**src/rtl/piso_tx_pkg.sv**
```systemverilog
// ----------------------------------------------------------------------------
// piso_tx_pkg
// Shared definitions for the PISO transmit sequencer.
//   - state_e       : controller FSM state encoding
//   - DEF_WIDTH     : default data word width
//   - DEF_GAP_CYCLES: default idle cycles between frames
//   - cnt_width()   : counter width able to hold 0..n, never less than 1 bit
// ----------------------------------------------------------------------------
package piso_tx_pkg;

   typedef enum logic [1:0] {
      IDLE   = 2'd0,
      SHIFT  = 2'd1,
      PARITY = 2'd2,
      GAP    = 2'd3
   } state_e;

   localparam int DEF_WIDTH      = 10;
   localparam int DEF_GAP_CYCLES = 1;

   function automatic int cnt_width(input int n);
      int w;
      w = $clog2(n + 1);
      return (w < 1) ? 1 : w;
   endfunction

endpackage

```
**src/rtl/piso_shift_reg.sv**
```systemverilog
// ----------------------------------------------------------------------------
// piso_shift_reg
// WIDTH-bit parallel-load, shift-left register. The serial output is the MSB.
// Load takes priority over shift when both are requested in the same cycle.
//
// Ports:
//   i_clk     clock, rising edge
//   i_resetn  synchronous active-low reset, clears the register
//   i_load    load i_data on this edge
//   i_shift   shift left by one, filling bit 0 from i_sin
//   i_sin     serial fill bit
//   i_data    parallel load word
//   o_msb     register bit WIDTH-1
// ----------------------------------------------------------------------------
module piso_shift_reg
   import piso_tx_pkg::*;
#(
   parameter int WIDTH = DEF_WIDTH
) (
   input  logic             i_clk,
   input  logic             i_resetn,
   input  logic             i_load,
   input  logic             i_shift,
   input  logic             i_sin,
   input  logic [WIDTH-1:0] i_data,
   output logic             o_msb
);

   logic [WIDTH-1:0] r_sreg;

   always_ff @(posedge i_clk) begin
      if (!i_resetn) begin
         r_sreg <= '0;
      end else if (i_load) begin
         r_sreg <= i_data;
      end else if (i_shift) begin
         r_sreg <= {r_sreg[WIDTH-2:0], i_sin};
      end
   end

   assign o_msb = r_sreg[WIDTH-1];

endmodule

```
**src/rtl/piso_tx_ctrl.sv**
```systemverilog
// ----------------------------------------------------------------------------
// piso_tx_ctrl
// Accepts parallel words over valid/ready and serialises them MSB-first as
// framed bursts on o_sout, separated by GAP_CYCLES idle cycles. Owns the only
// load path into the attached shift register.
//
// Optional feature: define PISO_TX_CTRL_PARITY_EN to append one even-parity
// bit (XOR of the accepted word) after DATA[0]. In that build DONE moves to
// the parity cycle and READY stays low during it.
//
// Ports:
//   i_clk     clock, rising edge
//   i_resetn  synchronous active-low reset; also gates o_ready directly
//   i_data    parallel word, sampled only on handshake
//   i_valid   upstream word available
//   o_ready   word accepted at this edge when i_valid is also high
//   o_sout    serial data bit
//   o_frame   high while o_sout carries a frame bit
//   o_done    one-cycle pulse on the last frame bit
//
// state  | meaning
// IDLE   | waiting for a word, READY high
// SHIFT  | data bits on o_sout, MSB first
// PARITY | even-parity bit on o_sout (parity build only)
// GAP    | inter-frame idle, GAP_CYCLES long
// ----------------------------------------------------------------------------
module piso_tx_ctrl
   import piso_tx_pkg::*;
#(
   parameter int WIDTH      = DEF_WIDTH,
   parameter int GAP_CYCLES = DEF_GAP_CYCLES
) (
   input  logic             i_clk,
   input  logic             i_resetn,
   input  logic [WIDTH-1:0] i_data,
   input  logic             i_valid,
   output logic             o_ready,
   output logic             o_sout,
   output logic             o_frame,
   output logic             o_done
);

   localparam int CW = cnt_width(WIDTH);
   localparam int GW = cnt_width(GAP_CYCLES);

   localparam logic [CW-1:0] BIT_LAST = CW'(WIDTH - 1);
   // Gap counter counts down from GAP_CYCLES-1 to 0; unused when GAP_CYCLES=0.
   localparam logic [GW-1:0] GAP_LOAD = (GAP_CYCLES > 0) ? GW'(GAP_CYCLES - 1) : '0;
`ifndef PISO_TX_CTRL_PARITY_EN
   localparam logic [CW-1:0] BIT_PEN  = CW'(WIDTH - 2);
`endif

   state_e        r_state;
   logic [CW-1:0] r_bit_cnt;
   logic [GW-1:0] r_gap_cnt;
   logic          r_frame;
   logic          r_done;
`ifdef PISO_TX_CTRL_PARITY_EN
   logic          r_parity;
`endif

   logic w_last_bit;
   logic w_ready;
   logic w_hs;
   logic w_shift;
   logic w_sr_msb;
   logic w_sout;

   assign w_last_bit = (r_state == SHIFT) && (r_bit_cnt == BIT_LAST);

   // With no gap and no parity cycle, the last data bit doubles as an accept
   // slot so consecutive frames run back to back.
`ifdef PISO_TX_CTRL_PARITY_EN
   assign w_ready = i_resetn && (r_state == IDLE);
`else
   assign w_ready = i_resetn &&
                    ((r_state == IDLE) || ((GAP_CYCLES == 0) && w_last_bit));
`endif

   assign w_hs    = i_valid && w_ready;
   assign w_shift = (r_state == SHIFT);

   piso_shift_reg #(
      .WIDTH (WIDTH)
   ) u_shift_reg (
      .i_clk    (i_clk),
      .i_resetn (i_resetn),
      .i_load   (w_hs),
      .i_shift  (w_shift),
      .i_sin    (1'b0),
      .i_data   (i_data),
      .o_msb    (w_sr_msb)
   );

   always_ff @(posedge i_clk) begin
      if (!i_resetn) begin
         r_state   <= IDLE;
         r_bit_cnt <= '0;
         r_gap_cnt <= '0;
         r_frame   <= 1'b0;
         r_done    <= 1'b0;
      end else begin
         r_frame <= 1'b0;
         r_done  <= 1'b0;
         case (r_state)
            IDLE: begin
               if (w_hs) begin
                  r_state   <= SHIFT;
                  r_bit_cnt <= '0;
                  r_frame   <= 1'b1;
               end
            end

            SHIFT: begin
               if (w_last_bit) begin
`ifdef PISO_TX_CTRL_PARITY_EN
                  r_state <= PARITY;
                  r_frame <= 1'b1;
                  r_done  <= 1'b1;
`else
                  if (GAP_CYCLES > 0) begin
                     r_state   <= GAP;
                     r_gap_cnt <= GAP_LOAD;
                  end else if (w_hs) begin
                     r_bit_cnt <= '0;
                     r_frame   <= 1'b1;
                  end else begin
                     r_state <= IDLE;
                  end
`endif
               end else begin
                  r_bit_cnt <= r_bit_cnt + 1'b1;
                  r_frame   <= 1'b1;
`ifndef PISO_TX_CTRL_PARITY_EN
                  r_done    <= (r_bit_cnt == BIT_PEN);
`endif
               end
            end

            PARITY: begin
               r_state   <= (GAP_CYCLES > 0) ? GAP : IDLE;
               r_gap_cnt <= GAP_LOAD;
            end

            GAP: begin
               if (r_gap_cnt == '0) begin
                  r_state <= IDLE;
               end else begin
                  r_gap_cnt <= r_gap_cnt - 1'b1;
               end
            end

            default: begin
               r_state <= IDLE;
            end
         endcase
      end
   end

`ifdef PISO_TX_CTRL_PARITY_EN
   always_ff @(posedge i_clk) begin
      if (!i_resetn) begin
         r_parity <= 1'b0;
      end else if (w_hs) begin
         r_parity <= ^i_data;
      end
   end
`endif

   always_comb begin
      w_sout = 1'b0;
      if (r_state == SHIFT) begin
         w_sout = w_sr_msb;
      end
`ifdef PISO_TX_CTRL_PARITY_EN
      else if (r_state == PARITY) begin
         w_sout = r_parity;
      end
`endif
   end

   assign o_ready = w_ready;
   assign o_sout  = w_sout;
   assign o_frame = r_frame;
   assign o_done  = r_done;

endmodule

```
**config.mk**
```make
export PLATFORM = sky130hd
export DESIGN_NAME = piso_tx_ctrl
export DESIGN_NICKNAME = d
export VERILOG_FILES = /design/src/rtl/piso_tx_pkg.sv /design/src/rtl/piso_shift_reg.sv /design/src/rtl/piso_tx_ctrl.sv
export SDC_FILE = /design/constraint.sdc
export NUM_CORES = 1
export LEC_CHECK = 0
export CAP_MARGIN = 20
export CORE_MARGIN = 2
export CORE_UTILIZATION = 45
export CTS_CLUSTER_DIAMETER = 60
export CTS_CLUSTER_SIZE = 28
export DETAILED_ROUTE_END_ITERATION = 8
export GPL_ROUTABILITY_DRIVEN = 1
export HOLD_SLACK_MARGIN = 0.03
export PLACE_DENSITY_LB_ADDON = 0.12
export RECOVER_POWER = 25
export SETUP_SLACK_MARGIN = 0.02
export SLEW_MARGIN = 20
export SYNTH_ARGS = -nofsm -noshare
export SYNTH_HDL_FRONTEND = slang
export SYNTH_HIERARCHICAL = 1
export SYNTH_SLANG_ARGS = --single-unit
```
**constraint.sdc**
```tcl
create_clock -name i_clk -period 1.8 [get_ports i_clk]
set_clock_uncertainty 0.2 [all_clocks]
set_input_delay 0.27 -clock i_clk [delete_from_list [all_inputs] [get_ports i_clk]]
set_output_delay 0.27 -clock i_clk [all_outputs]
set_load 0.01 [all_outputs]
```
After elaboration in Yosys (flattened, before gate mapping)
Index checks and enable logic that the tools add are counted.
{ "totals": {"out_inout_bits": 4, "reg_bits": 19, "in_bits": 13, "wordCells": 46} }
{ "classes": {"n_addsub": 2, "n_bitwise": 2, "eq_ne": 9, "n_reduce_logical": 11, "n_mux": 16} }
{ "ops": {"columns": ["cell", "n"], "rows": [
  ["two-way mux 10 bit", 2],
  ["equality test 4 bit, second input constant", 2],
  ["two-way mux 4 bit", 2],
  ["case mux 2 bit (4 select lines)", 1],
  ["case mux 4 bit (2 select lines)", 1],
  ["two-way mux 2 bit", 3],
  ["inequality test 2 bit, second input constant", 3],
  ["AND reduction 3 bit", 2],
  ["two-way mux 1 bit", 5],
  ["adder 4 x 1 -> 4 bit, second input constant", 1],
  ["equality test 2 bit, second input constant", 2],
  ["nonzero test 2 bit", 2],
  ["logical AND 1 bit", 3],
  ["case mux 1 bit (3 select lines)", 1],
  ["nonzero test 3 bit", 1],
  ["OR reduction 3 bit", 1],
  ["equality test 2 x 1 -> 1 bit, second input constant", 1],
  ["logical NOT 2 bit", 1],
  ["inequality test 2 x 1 -> 1 bit, second input constant", 1],
  ["NOT 1 bit", 2],
  ["case mux 1 bit (2 select lines)", 1],
  ["AND reduction 2 bit", 1],
  ["subtractor 1 bit, second input constant", 1]
]} }

Logic depth before layout (Yosys ltp)
{ "logic_depth": {"word_depth": 5, "depth_mapped": 6, "mapped_depth_nobuf": 6} }

By module
The synthesis kept the hierarchy.
{ "modules_own_cells": {"columns": ["mod", "cells_per_inst", "seq_area_each_um2", "n_inst", "area_each_um2"], "rows": [
  ["piso_shift_reg", 44, 200.2, 1, 538.0],
  ["piso_tx_ctrl", 58, 160.2, 1, 508.0]
]} }

Worst setup path after synthesis
No wires, ideal clock.
{ "synth_path": {"kind": "flip-flop to flip-flop", "from": "reg r_state[0]", "to": "reg u_shift_reg.r_sreg[0]", "required_time_ns": 1.484, "arrival_ns": 1.377, "path_buffers": 2, "synth_period_minus_slack_ns": 1.693, "path_slack_ns": 0.107, "path_stages_with_launch": 7, "setup_time_ns": 0.116, "cell_sequence": "dfxtp_1 > inv_1 > ha_1 > and3_2 > buf_2 > buf_2 > o211a_1"} }
{ "synth_via": {"elab_chain_cells": 4} }
{ "synth_lines": {"columns": ["element", "line", "rtl"], "rows": [
  ["start, declared", "piso_tx_ctrl.sv:53", "state_e r_state;"],
  ["start signal, assigned", "piso_tx_ctrl.sv:141", "r_state <= (GAP_CYCLES > 0) ? GAP : IDLE;"],
  ["logical NOT 2 bit *", "piso_tx_ctrl.sv:77", "((r_state == IDLE) || ((GAP_CYCLES == 0) && w_last_bit));"],
  ["logical AND 1 bit *", "piso_tx_ctrl.sv:76", "assign w_ready = i_resetn &&"],
  ["logical AND 1 bit *", "piso_tx_ctrl.sv:80", "assign w_hs = i_valid && w_ready;"],
  ["via w_hs", "piso_tx_ctrl.sv:64", "logic w_hs;"],
  ["two-way mux 10 bit or nonzero test 2 bit (tied branches)", null, null],
  ["end signal, assigned", "piso_shift_reg.sv:35", "r_sreg <= i_data;"],
  ["end signal, assigned", "piso_shift_reg.sv:37", "r_sreg <= {r_sreg[WIDTH-2:0], i_sin};"],
  ["end, declared", "piso_shift_reg.sv:29", "logic [WIDTH-1:0] r_sreg;"]
]} }
The timed path passes the listed nets; every way through them passes the cells marked *.
A chain may end at the register's enable or synchronous reset.

Worst setup path in the final report
{ "layout_path": {"from": "reg r_state[0]", "to": "out o_ready"} }
{ "layout_via": {"elab_chain_cells": 2} }
{ "layout_lines": {"columns": ["element", "line", "rtl"], "rows": [
  ["logical NOT 2 bit", "piso_tx_ctrl.sv:77", null],
  ["logical AND 1 bit", "piso_tx_ctrl.sv:76", null],
  ["end, declared", "piso_tx_ctrl.sv:37", "output logic o_ready,"]
]} }
Every way passes these cells.

==> results.md <==
* Power after layout at 1.30 mW
* Post-synth EDFFs at 0
* WP depth at 4
* Cell area after synthesis at 1050 sq um
* Cells after Synth at 102
* Endpoint kind of the worst setup timing path: output port
* ANT cells at 0
* Final period utilization at 93.9%
* Max-slew violation total from the final report at 0
* Layout Area Growth over Synthesis at 25.4%
* Worst setup slack after layout at 0.110 ns
* Initial core utilization at 47.3%
* MaxCap Viol Count at 0
* Overflow left after global routing at 0
* Outcome: complete, no violations
* Ys flop type: dfxtp_1
* Number of port buffers at 16
* Final WL at 1930 microns
* Vias at 793
* Cell Chain, Critical Path: inv_1 -> ha_2 -> and2_2 -> buf_2
* Fill cells at 208
* Number of distinct standard cells referenced by the synthesized netlist at 36
* Final hold viol count at 0
* Initial antenna violation count at 0
* Most frequent standard cell in the layout excluding fill and tap cells: dfxtp_1
* Most used cells in the layout excluding fill and tap cells: dfxtp_1, clkdlybuf4s50_1, o211a_1
* Sum of negative setup slack at 0 ns
* Antenna Nets Post-Route at 0
* Launch point of the worst hold path: r_bit_cnt[1]
* Post-detail-place hpwl at 1330 microns
* R2R depth at 7
* Combined global-route utilization of all metal layers at 16.9%
* Number of remaining DRC errors at 0
* IO Count at 17
* Endpoint of the worst-slack reg-to-reg timing path: r_state[0]
* Total Nets Final at 144
* Initial drt markers at 5
* Top fanout value on the critical path at 3
* Worst-skew pair later-pin latency at 0.30 ns
* Row count at 17
* Kind of start point of the critical path: flip-flop
* H-tree depth reported by CTS at 1
* Top delay family on crit path: flip-flops
* Total of hold buffers inserted after clock tree synthesis at 0
* Worst ir drop on vdd at 0.665 mV
* Die H at 52.2 microns
* Final worst path period need at 1.69 ns
* Net Count, Synth at 121
* Maximum number of pins on one net before global-route repair at 21
* Clock-pin slew reported for the worst setup and hold paths after clock tree synthesis at 0.10 ns
* Pre-antenna DRT Iters at 4
* WP buf/inv at 2
* Required @ worst endpoint at 1.33 ns
* Avg WL per Cell at 12.7 microns
* Pre-CTS setup slack at -0.0606 ns
* End point of the most critical hold path: r_bit_cnt[1]
* Synthesized flop and latch total at 18
* Number of global-route vias before repair at 767
* Global placer's final weighted congestion at 0.799
* Category of the critical setup timing path: flip-flop to output port
* Warnings from Yosys at 6
* Clock tree from TritonCTS: done
* Ratio of routed vias to standard cells at 5.22
* Post-layout utilization of the core at 59.3%
* Clock Root Buffer: clkbuf_4
* Part of the Yosys area used for sequential elements at 34.4%
* Proportion of synthesized flip-flops having asynchronous set or reset at 0%
* Share of post-route cells with drive strength above 1 at 26.6%
* Worst hold path cell count at 2
* Launching point of the worst reg2reg path: r_state[0]
* Buffer levels on the longest clock path at 2
* Number of clock sinks at 18
* Total setup violations reported at the end of the flow at 0
* Critical-path cell with the highest stage delay: dfxtp_2
* Crit path arrival time at 1.22 ns
* LEAKAGE at 0.688 nW
* Max stage delay on crit path at 0.37 ns
* Highest Clock Rate at 592 MHz
* RSZ-0062 raised after global routing: no
* Cell area power density at 990 nW/um^2
* First-pass GRT wire length at 3330 microns
* Floorplan core area at 2210 sq um
* Width of the chip at 52.2 microns
* R2R setup slack at 0.16 ns
* Worst min-delay path class: flip-flop to flip-flop
* Post-Syn Area per Cell at 10.3 sq um
* CTS buffer count at 3
* Area of the die at 2730 sq um
cell families (layout without fill, tap and decap cells):
kind of cell | count (synthesis) | after routing | synth area share [%]
other | 1 | 1 | 0.359
flip-flops | 18 | 18 | 34.5
adder cells (fa/ha/maj) | 6 | 6 | 7.18
XOR/XNOR | 1 | 1 | 0.837
AND/OR/NAND/NOR | 30 | 30 | 17.8
buffers and inverters | 11 | 33 | 5.02
multiplexers | 10 | 10 | 14.4
AO/OA/AOI/OAI | 25 | 25 | 20.0
per-layer routing:
metal | GRT usage (%) | up-vias | share of wire [%]
met5 | 0 | - | 0
met1 | 21.5 | 369 | 50
li1 | - | 407 | -
met4 | 8.55 | 0 | 1.3
met3 | 5.14 | 4 | 4.4
met2 | 25.7 | 13 | 44
how the worst max path moves through the flow:
stage	start	end	slack, ns
floorplan	r_state[0]	u_shift_reg/r_sreg[0]	0.11
global placement	i_resetn	o_ready	-0.07
detailed placement	i_resetn	o_ready	-0.06
CTS	r_state[0]	o_ready	0.01
global route	r_state[0]	o_ready	0.05
finish	r_state[0]	o_ready	0.11
flip-flops by register name, indices dropped and copies added (netlist names):
signal,cells
o_done,1
r_state,2
o_frame,1
u_shift_reg/r_sreg,10
r_bit_cnt,4
worst register-to-register path, cell delays in order (launching register included):
cell and delay, ns:
dfxtp_2 0.37, inv_1 0.05, ha_2 0.19, buf_4 0.15, and2b_2 0.22, a21oi_2 0.17
nand2_1 0.07, o211a_1 0.12
Yosys cell counts, types with 3 or more instances:
library cell | n | area [sq um]
buf_2 | 3 | 15.0
ha_1 | 6 | 75.1
nor2_1 | 4 | 15.0
dfxtp_1 | 18 | 360
mux2_4 | 10 | 150
o211a_1 | 11 | 110
nand2_1 | 5 | 18.8
o21ai_0 | 4 | 20.0
inv_1 | 5 | 18.8
nand2b_1 | 10 | 62.6
where the power goes:
| part | switching [mW] | internal, mW | total, mW |
|---|---|---|---|
| logic | 0.233 | 0.298 | 0.531 |
| clock network | 0.131 | 0.124 | 0.255 |
| registers | 0.0444 | 0.468 | 0.512 |
| total | 0.408 | 0.890 | 1.30 |
cell type report:
cell class / instances / area, sq um / area share [%]
flip-flops and latches: 18 / 363 / 27.7
inverters: 5 / 18.8 / 1.43
repair buffers: 24 / 220 / 16.8
multi-input cells: 73 / 638 / 48.7
clock buffers: 4 / 36.3 / 2.77
well taps: 28 / 35.0 / 2.67
through the flow:
step                cell area [sq um]  hold WS, ns  std cells
global placement                 1260        0.270        146
floorplan                        1050        0.217        102
finish                           1310        0.343        152
CTS                              1320        0.346        152
global route                     1310        0.387        152
detailed placement               1260        0.277        146
what timing repair did:
| action | in CTS | in global routing |
|---|---|---|
| gates resized for setup | 8 | 3 |
| buffers inserted | 2 | 0 |
| endpoints found under the setup margin | 2 | 2 |
Power figures use the tool's default switching activity.
